[src/rtl/alu_issue.sv]
// alu_issue: two-stage operand-issue / result-capture front end for a 32-bit MIPS ALU
module alu_issue #(
   parameter bit TRAP_EN = 1'b1
) (
   input  logic        clk,
   input  logic        rst,
   input  logic        flush,
   input  logic        in_valid,
   output logic        in_ready,
   input  logic [31:0] in_instr,
   input  logic [31:0] in_rs_val,
   input  logic [31:0] in_rt_val,
   output logic [31:0] alu_a,
   output logic [31:0] alu_b,
   output logic [3:0]  alu_aluc,
   input  logic [31:0] alu_r,
   input  logic        alu_zero,
   input  logic        alu_carry,
   input  logic        alu_negative,
   input  logic        alu_overflow,
   output logic        out_valid,
   input  logic        out_ready,
   output logic [31:0] out_result,
   output logic [4:0]  out_dest,
   output logic        out_wen,
   output logic        out_zero,
   output logic        out_carry,
   output logic        out_negative,
   output logic        out_overflow,
   output logic        out_trap,
   output logic        out_illegal,
   output logic [31:0] retire_cnt
);
   logic        d_valid, d_trap, d_carry, d_ill;
   logic [4:0]  d_dest;
   logic        r_free, accept, adv, trap;
   logic [5:0]  op, fn;
   logic [31:0] dec_a, dec_b;
   logic [3:0]  dec_aluc;
   logic [4:0]  dec_dest;
   logic        dec_trap, dec_carry, dec_ill, dec_shift;
   logic        unused_rs_field;

   assign op              = in_instr[31:26];
   assign fn              = in_instr[5:0];
   assign unused_rs_field = ^in_instr[25:21];
   assign r_free          = !out_valid || out_ready;
   assign in_ready        = !flush && (!d_valid || r_free);
   assign accept          = in_valid && in_ready;
   assign adv             = d_valid && r_free;
   assign trap            = d_trap && alu_overflow;

   // decode opcode/funct into ALU op, operand selection and per-op class bits
   always_comb begin
      dec_aluc  = 4'b0000;
      dec_ill   = 1'b0;
      dec_trap  = 1'b0;
      dec_carry = 1'b0;
      dec_shift = 1'b0;
      if (op == 6'h00) begin
         case (fn)
            6'h20: begin dec_aluc = 4'b0010; dec_trap = 1'b1; end
            6'h21: begin dec_aluc = 4'b0000; dec_carry = 1'b1; end
            6'h22: begin dec_aluc = 4'b0011; dec_trap = 1'b1; end
            6'h23: begin dec_aluc = 4'b0001; dec_carry = 1'b1; end
            6'h24: dec_aluc = 4'b0100;
            6'h25: dec_aluc = 4'b0101;
            6'h26: dec_aluc = 4'b0110;
            6'h27: dec_aluc = 4'b0111;
            6'h2A: dec_aluc = 4'b1011;
            6'h2B: begin dec_aluc = 4'b1010; dec_carry = 1'b1; end
            6'h00, 6'h04: begin dec_aluc = 4'b1110; dec_carry = 1'b1; dec_shift = 1'b1; end
            6'h02, 6'h06: begin dec_aluc = 4'b1101; dec_carry = 1'b1; dec_shift = 1'b1; end
            6'h03, 6'h07: begin dec_aluc = 4'b1100; dec_carry = 1'b1; dec_shift = 1'b1; end
            default: dec_ill = 1'b1;
         endcase
      end else begin
         case (op)
            6'h08: begin dec_aluc = 4'b0010; dec_trap = 1'b1; end
            6'h09: begin dec_aluc = 4'b0000; dec_carry = 1'b1; end
            6'h0A: dec_aluc = 4'b1011;
            6'h0B: begin dec_aluc = 4'b1010; dec_carry = 1'b1; end
            6'h0C: dec_aluc = 4'b0100;
            6'h0D: dec_aluc = 4'b0101;
            6'h0E: dec_aluc = 4'b0110;
            6'h0F: dec_aluc = 4'b1000;
            default: dec_ill = 1'b1;
         endcase
      end
      dec_dest = (op == 6'h00) ? in_instr[15:11] : in_instr[20:16];
      dec_a    = dec_ill ? 32'd0 :
                 dec_shift ? {27'd0, fn[2] ? in_rs_val[4:0] : in_instr[10:6]} : in_rs_val;
      dec_b    = dec_ill ? 32'd0 :
                 (op == 6'h00) ? in_rt_val :
                 op[2] ? {16'd0, in_instr[15:0]} : {{16{in_instr[15]}}, in_instr[15:0]};
   end

   // D stage: hold the ALU operands while the result stage is stalled
   always_ff @(posedge clk or posedge rst) begin
      if (rst) begin
         d_valid  <= 1'b0;
         alu_a    <= 32'd0;
         alu_b    <= 32'd0;
         alu_aluc <= 4'b0000;
         d_dest   <= 5'd0;
         d_trap   <= 1'b0;
         d_carry  <= 1'b0;
         d_ill    <= 1'b0;
      end else begin
         d_valid <= !flush && (accept || (d_valid && !r_free));
         if (accept) begin
            alu_a    <= dec_a;
            alu_b    <= dec_b;
            alu_aluc <= dec_aluc;
            d_dest   <= dec_dest;
            d_trap   <= dec_trap;
            d_carry  <= dec_carry;
            d_ill    <= dec_ill;
         end
      end
   end

   // R stage: capture masked ALU outputs and count retired results
   always_ff @(posedge clk or posedge rst) begin
      if (rst) begin
         out_valid    <= 1'b0;
         out_result   <= 32'd0;
         out_dest     <= 5'd0;
         out_wen      <= 1'b0;
         out_zero     <= 1'b0;
         out_carry    <= 1'b0;
         out_negative <= 1'b0;
         out_overflow <= 1'b0;
         out_trap     <= 1'b0;
         out_illegal  <= 1'b0;
         retire_cnt   <= 32'd0;
      end else begin
         out_valid <= !flush && (adv || (out_valid && !out_ready));
         if (adv) begin
            out_result   <= d_ill ? 32'd0 : alu_r;
            out_dest     <= d_dest;
            out_wen      <= !d_ill && (d_dest != 5'd0) && !(TRAP_EN && trap);
            out_zero     <= !d_ill && alu_zero;
            out_carry    <= d_carry && alu_carry;
            out_negative <= !d_ill && alu_negative;
            out_overflow <= trap;
            out_trap     <= trap;
            out_illegal  <= d_ill;
         end
         if (out_valid && out_ready) retire_cnt <= retire_cnt + 32'd1;
      end
   end
endmodule

[config.mk]
export PLATFORM = sky130hd
export DESIGN_NAME = alu_issue
export DESIGN_NICKNAME = d
export VERILOG_FILES = /design/src/rtl/alu_issue.sv
export SDC_FILE = /design/constraint.sdc
export NUM_CORES = 1
export LEC_CHECK = 0
export CAP_MARGIN = 0
export CORE_MARGIN = 8
export CORE_UTILIZATION = 43
export CTS_CLUSTER_SIZE = 14
export DETAILED_ROUTE_END_ITERATION = 12
export GPL_TIMING_DRIVEN = 0
export PLACE_DENSITY_LB_ADDON = 0.12
export SYNTH_ARGS = -nofsm -noshare
export SYNTH_HDL_FRONTEND = slang
export SYNTH_SLANG_ARGS = --single-unit
export TNS_END_PERCENT = 5
[constraint.sdc]
create_clock -name clk -period 6.3 [get_ports clk]
set_clock_uncertainty 0.2 [all_clocks]
set_input_delay 1.26 -clock clk [delete_from_list [all_inputs] [get_ports clk]]
set_output_delay 1.26 -clock clk [all_outputs]
set_load 0.01 [all_outputs]
Yosys cells after proc, flatten, opt, wreduce, memory -nomap -nowiden
Cells that the tools add are included.
- logic and storage cells: 101
- output and inout port bits: 146
- register bits: 153
- eq/ne operators: 23
- muxes and demuxes: 22
- reduce and logical (&&, ||, !) cells: 37
- add/sub/neg operators: 1
- operator list (cell ; number):
    $mux 32 ; 6
    $eq 6x6->1 const B ; 10
    $eq 6x4->1 const B ; 8
    $pmux 4 s12 ; 1
    $add 32x1->32 const B ; 1
    $pmux 4 s7 ; 1
    $eq 6x3->1 const B ; 3
    $reduce_or 16->1 ; 1
    $logic_and 1x1->1 ; 14
    $eq 6x2->1 const B ; 2
    $logic_not 6->1 ; 2
    $mux 1 ; 11
    $mux 5 ; 2
    $reduce_or 2->1 ; 5
    $reduce_or 9->1 ; 1
    $reduce_or 8->1 ; 1
    $logic_not 1->1 ; 7
    $reduce_or 6->1 ; 1
    $reduce_bool 5->1 ; 1
    $logic_or 1x1->1 ; 4
    $mux 4 ; 1

Longest topological paths before layout
Gate-level depths: netlist of the first run.
- depth after elaboration: 7
- depth in mapped cells: 8
- mapped depth without buffers: 6

Worst setup path before layout of the first run
No wires, ideal clock.
- path type: in2out
- start: input port out_ready
- end: output port in_ready
- path buffers: 0
- required time: 4840 ps
- slack: 3234 ps
- stages: 3
- arrival: 1606 ps
- path through: nand2b_1 -> nor2_1 -> nor2_1
- cells in the longest elaborated chain, start to end: 3
- RTL lines (element ; RTL line ; text):
    from (decl) ; 22 ; input logic out_ready,
    $logic_or 1x1->1 ; 47 ; assign r_free = !out_valid || out_ready;
    $logic_or 1x1->1 ; 48 ; assign in_ready = !flush && (!d_valid || r_free);
    $logic_and 1x1->1 ; 48 ;
    to (decl) ; 9 ; output logic in_ready,
No other way between the ends.

Worst setup path after layout of the first run
Ends and elaborated chain as after synthesis.

==> summary.md, run 1 <==
| Metric | Value |
|---|---|
| Grt ovf | `0` |
| WS Path Type | `input pin to output port` |
| Relative slew margins | `0.5476` |
| Top-count cell post-synth | `dfrtp_1` |
| Outcome | `finished, final reports clean` |
| Num CTS Buffers | `17` |
| Dpl hpwl | `16240 µm` |
| Worst slew pin tran | `0.6786 ns` |
| # rows | `45` |
| Clock buffer depth | `2` |
| Final cell count without fillers | `1162` |
| Core ar. | `0.01526 mm²` |
| Antenna violations before repair | `0` |
| RSZ-0062 raised after global routing | `no` |
| Worst min-delay path class | `flop to flop` |
| Top_reg_cell synth | `dfrtp_1` |
| Fraction of layout cells with a size suffix above 1 | `0.06835` |
| Die area | `0.01990 mm²` |
| Yosys warns | `0` |
| IO Count | `283` |
| Startpoint Class | `input pin` |
| DR WL/cell | `17.67 µm` |
| H-tree depth | `4` |
| Largest net degree at the start of global routing | `81` |
| CP Capture Type | `output port` |
| Nets | `1076` |
| Global-route wire length before repair | `32490 µm` |
| First-pass DRT Iterations | `4` |
| Post-synthesis cell area | `0.006725 mm²` |
| IO buf count | `274` |
| P_leak | `0.004336 µW` |
| Number of synthesized flops with an enable pin | `0` |
| Synth top area share | `0.5693` |
| CTS clk-pin slew, worst paths | `0.06 ns` |
| Peak supply drop | `0.1760 mV` |
| Setup WS post-layout | `2.131 ns` |
| Area growth syn-to-layout | `53.62%` |
| Synth Area per Inst | `10.44 µm²` |
| Drc violations | `0` |
| Maximum clock rate | `0.2399 GHz` |
| RR Startpoint | `retire_cnt[0]` |
| Syn nets | `782` |
| Global-route usage over all layers | `0.2055` |
| Hold Vio Cnt, Final | `0` |
| Yosys top cell by area | `dfrtp_1` |
| Antenna diodes | `0` |
| Vias in the first global route | `6164` |
| Critical Path Fanout Max | `5` |
| Routed WL | `20530 µm` |
| Final period utilization | `0.6618` |
| Root Driver | `clkbuf_16` |
| Minimum clock period | `4.169 ns` |
| Max Cap Viol | `0` |
| CP Launch Point | `out_ready` |
| Reg area | `0.003829 mm²` |
| Most frequent cells after synthesis | `dfrtp_1, nand2_1, o21ai_0` |
| Clk sinks | `153` |
| Final GP Congestion | `0.9096` |
| Via count | `5888` |
| Final Max Tran Viols | `0` |
| Placed cell count | `1130` |
| Resize count post-CTS | `0` |
| CTS tree | `done` |
| Die height | `141.1 µm` |
| PwrDens | `241.2 mW/mm²` |
| Worst slack at placement | `2.144 ns` |
| Width of the die | `141.1 µm` |
| Post-CTS Repair Setup Buffers | `0` |
| Area of the multi-input gates | `0.002661 mm²` |
| Sequential share of the synthesized area | `0.5693` |
| Arrival time worst endpoint | `2.71 ns` |
| Starting Density | `0.4408` |
| Seq cells post-synth | `153` |
| Layout fillers | `1229` |
| Synth Instances | `644` |
| Final setup vio count | `0` |
| Synth async-reset ratio | `1.000` |
| Data required time at the worst endpoint | `4.84 ns` |
| Clk_lat worst skew | `0.42 ns` |
| Synth area leaders | `dfrtp_1, nand2_1, o21ai_0` |
| Total power | `2492 µW` |
| Post-synth cell types | `50` |
| Hold buffer count at cts | `0` |
| Antenna-violating nets left | `0` |
| DRT iter0 DRCs | `247` |
| Hold path startpoint | `retire_cnt[31]` |
| Vias per cell | `5.067` |
## sequential cells by signal, summed over array words and instances, names as in the netlist, 4 cells and up
register,flops
alu_a,32
alu_aluc,4
alu_b,32
d_dest,5
out_dest,5
out_result,32
retire_cnt,32
## metrics by stage
stage | setup TNS (ns) | utilization | hold slack, ns | area (µm²)
final | 0 | 0.6771 | 0.2730 | 10330
after global routing | 0 | 0.6771 | 0.2800 | 10330
after CTS | 0 | 0.6771 | 0.2735 | 10330
after detailed placement | 0 | 0.6399 | 0.2648 | 9764
after global placement | -187.28 | 0.6378 | 0.2564 | 9732
after floorplan | 0 | - | 0.2502 | 6725
## power breakdown
part	total, µW	leakage [µW]	internal, µW	switching, µW
sequential	1100	0.00206	1050	46.8
clock	971	0.000259	549	422
combinational	424	0.00201	240	184
## critical path: stages
cell             delay, ns
clkdlybuf4s50_1       0.53
nand2b_1              0.17
nor2_1                0.06
nor2_1                0.12
clkdlybuf4s50_1       0.57
## cells in the final DEF, fill, tap and decap left out, types with 7 or more instances in the layout
master / n
a21oi_1: 24
nor2_1: 26
clkdlybuf4s50_1: 274
mux2i_1: 19
o21ai_0: 77
a22o_1: 27
xor2_1: 9
xnor2_1: 22
mux2_2: 7
nand2_1: 105
nand2b_1: 37
nand4_1: 9
inv_1: 8
clkbuf_1: 29
clkbuf_16: 17
dfrtp_1: 153
nand3_1: 15
## routing by layer
layer	GRT usage	routed length [µm]	vias to the layer above
met1	0.2340	8197	2847
li1	-	-	2814
met2	0.3441	10130	206
met5	0	0	-
met3	0.08575	1858	21
met4	0.06561	344	0
## logic make-up (layout without fill, tap and decap cells)
logic type                 count (synthesis)  after routing  share of synthesized area
xor gates and xnor gates                  31             31                    0.04037
DFF                                      153            153                     0.5693
AOI/OAI and AO/OA                        157            157                     0.1446
buffers and inverters                     51            358                    0.03498
muxes                                     26             26                    0.04000
adders and majority gates                  1              1                   0.001860
and+or+nand+nor                          225            225                     0.1689
## worst paths after layout
path	to	slack [ns]	cells after the start
worst max-delay path	in_ready	2.13	5
worst min-delay path	retire_cnt[31]	0.27	1
worst max register to register	retire_cnt[18]	4.06	6
worst min register to register	retire_cnt[31]	0.27	1
max in group asynchronous	alu_b[11]	3.96	3
min in group asynchronous	out_result[27]	1.13	2
## area by class of cell
type                    instances  area share
inverters                       9    0.003754
plain buffers                  42     0.01950
clock inverters                15     0.01369
clock buffers                  17     0.04118
repair buffers                275      0.2681
flip-flops and latches        153      0.3706
multi-input cells             440      0.2576
well taps                     211     0.02555
No activity file was read; power rests on OpenSTA's default activity.
==> inputs of run 2 (changes only) <==
CORE_UTILIZATION = 39   (was 43)
clock period = 3.5 ns   (was 6.3 ns; I/O delays follow)
==> run 2 against run 1 <==
Effect of this change: critical path depth is the same; cell area grew 0.96%; combinational power grew 79%; worst setup slack lost 1.7 ns; clock power grew 91%; largest cell class unchanged.
==> summary.md, run 2 (synthesized netlist as in run 1, its figures left out) <==
| Metric | Value |
|---|---|
| Maximum clock rate | `0.3305 GHz` |
| Startpoint Class | `input pin` |
| Dpl hpwl | `15690 µm` |
| Core ar. | `0.01706 mm²` |
| Worst slack at placement | `0.3784 ns` |
| Commonest non-fill, non-tap cell in the layout | `clkdlybuf4s50_1` |
| Clk_lat worst skew | `0.41 ns` |
| R2R Setup Slk | `1.26 ns` |
| Peak supply drop | `0.3288 mV` |
| Antenna-violating nets left | `0` |
| Worst min-delay path class | `flop to flop` |
| CP max stage cell | `clkdlybuf4s50_1` |
| CP Capture Type | `output port` |
| Clock buffer depth | `2` |
| Drc violations | `0` |
| Post-CTS Repair Setup Buffers | `0` |
| Hold path startpoint | `alu_b[14]` |
| Num CTS Buffers | `17` |
| Final Max Tran Viols | `0` |
| Final period utilization | `0.8646` |
| Max incr delay on CP | `0.56 ns` |
| Routed WL | `20240 µm` |
| Area of the multi-input gates | `0.002661 mm²` |
| P_leak | `0.004382 µW` |
| H-tree depth | `4` |
| Final cell count without fillers | `1179` |
| Vias per cell | `4.819` |
| Antenna violations before repair | `1` |
| IO Count | `283` |
| First-pass DRT Iterations | `4` |
| Via count | `5682` |
| Antenna diodes | `0` |
| Nets | `1079` |
| Setup TNS | `0 ns` |
| Die height | `147.3 µm` |
| Data required time at the worst endpoint | `2.60 ns` |
| Global-route wire length before repair | `32340 µm` |
| Grt ovf | `0` |
| WS Path Type | `input pin to output port` |
| Util after Layout | `0.6115` |
| Final GP Congestion | `0.7937` |
| # rows | `48` |
| Clk sinks | `153` |
| Placed cell area | `0.009833 mm²` |
| CP cell instances | `clkdlybuf4s50_1, nand2b_1, nor2_1, nor2_1, clkdlybuf4s50_1` |
| Global-route usage over all layers | `0.1870` |
| Final Cell Area | `0.01043 mm²` |
| Hold Vio Cnt, Final | `0` |
| Relative slew margins | `0.6044` |
| Placed cell count | `1147` |
| Max Cap Viol | `0` |
| Worst Reg2Reg Path Length in Cells | `6` |
| Worst slew pin tran | `0.5902 ns` |
| Resize count post-CTS | `0` |
| CTS tree | `done` |
| Outcome | `finished, final reports clean` |
| Arrival time worst endpoint | `2.13 ns` |
| CP Launch Point | `out_ready` |
| Hold buffer count at cts | `0` |
| Root Driver | `clkbuf_16` |
| DRT iter0 DRCs | `253` |
| Reg-to-reg critical path endpoint | `retire_cnt[22]` |
| Starting Density | `0.3943` |
| Layout fillers | `1442` |
| Minimum clock period | `3.026 ns` |
| Hold Path Stages | `2` |
| Largest net degree at the start of global routing | `39` |
| Width of the die | `147.3 µm` |
| CTS clk-pin slew, worst paths | `0.06 ns` |
| Critical Path Fanout Max | `5` |
| Vias in the first global route | `5790` |
| Final setup vio count | `0` |
| RSZ-0062 raised after global routing | `no` |
| RR Startpoint | `retire_cnt[0]` |
| PwrDens | `439.0 mW/mm²` |
| Reg area | `0.003829 mm²` |
| IO buf count | `274` |
| Area growth syn-to-layout | `55.09%` |
| Die area | `0.02170 mm²` |
| Fraction of layout cells with a size suffix above 1 | `0.06918` |
| Setup WS post-layout | `0.4739 ns` |
| Most frequent cells in the layout | `clkdlybuf4s50_1, dfrtp_1, nand2_1, o21ai_0, nand2b_1` |
| DR WL/cell | `17.16 µm` |
| Hold EP | `alu_b[14]` |
run 2: changes by cell type in the layout (fill, tap and decap cells not counted), sizes merged:
cell      change
clkbuf        +4
buf           +3
clkinvlp      -3
inv           -3
bufinv        +1
clkinv        +1
run 2: metrics by stage:
step | hold slack [ns] | total power [µW]
2_1_floorplan | 0.2502 | 2286
3_3_place_gp | 0.2581 | 2754
3_5_place_dp | 0.2668 | 2775
4_1_cts | 0.2797 | 4640
5_1_grt | 0.3016 | 4794
6_report | 0.2756 | 4579
run 2: area by class of cell:
class / instances / area share
Clock buffer: 21 / 0.04415
Inverter: 9 / 0.003599
Clock inverter: 11 / 0.01308
Multi-Input combinational cell: 440 / 0.2552
Timing Repair Buffer: 278 / 0.2706
Sequential cell: 153 / 0.3671
Buffer: 42 / 0.01931
Tap cell: 225 / 0.02699
run 2: worst max-delay path by stage:
stage / endpoint / slack (ns) / cells after the start
2_1_floorplan: alu_a[0] / 0.67 / 1
3_3_place_gp: alu_b[5] / -0.78 / 2
3_5_place_dp: alu_a[16] / 0.38 / 7
4_1_cts: in_ready / 0.46 / 5
5_1_grt: in_ready / 0.35 / 5
6_report: in_ready / 0.47 / 5
run 2: routing by layer:
metal	vias up	part of all wire	global-route usage
met5	-	0.00049	0
met4	2	0.014	0.04539
met3	18	0.073	0.06982
met2	172	0.47	0.2954
met1	2663	0.44	0.2379
li1	2827	-	-
run 2: where the power goes:
group          internal (µW)  switching (µW)  total (µW)  leakage, µW
clock                   1100             750        1850     0.000285
combinational            436             324         760      0.00204
sequential              1890            77.9        1970      0.00206
total                   3430            1150        4580      0.00438
run 2: critical path, delay by kind of cell:
kind,cells,cell delay [ns]
buffers and inverters,2,1.11
and+or+nand+nor,3,0.31
==> inputs of run 3 (changes only) <==
CTS_CLUSTER_SIZE = 30   (was 14)
==> results of run 3 <==
No change in the layout: final DEF, timing and power equal those of run 2.
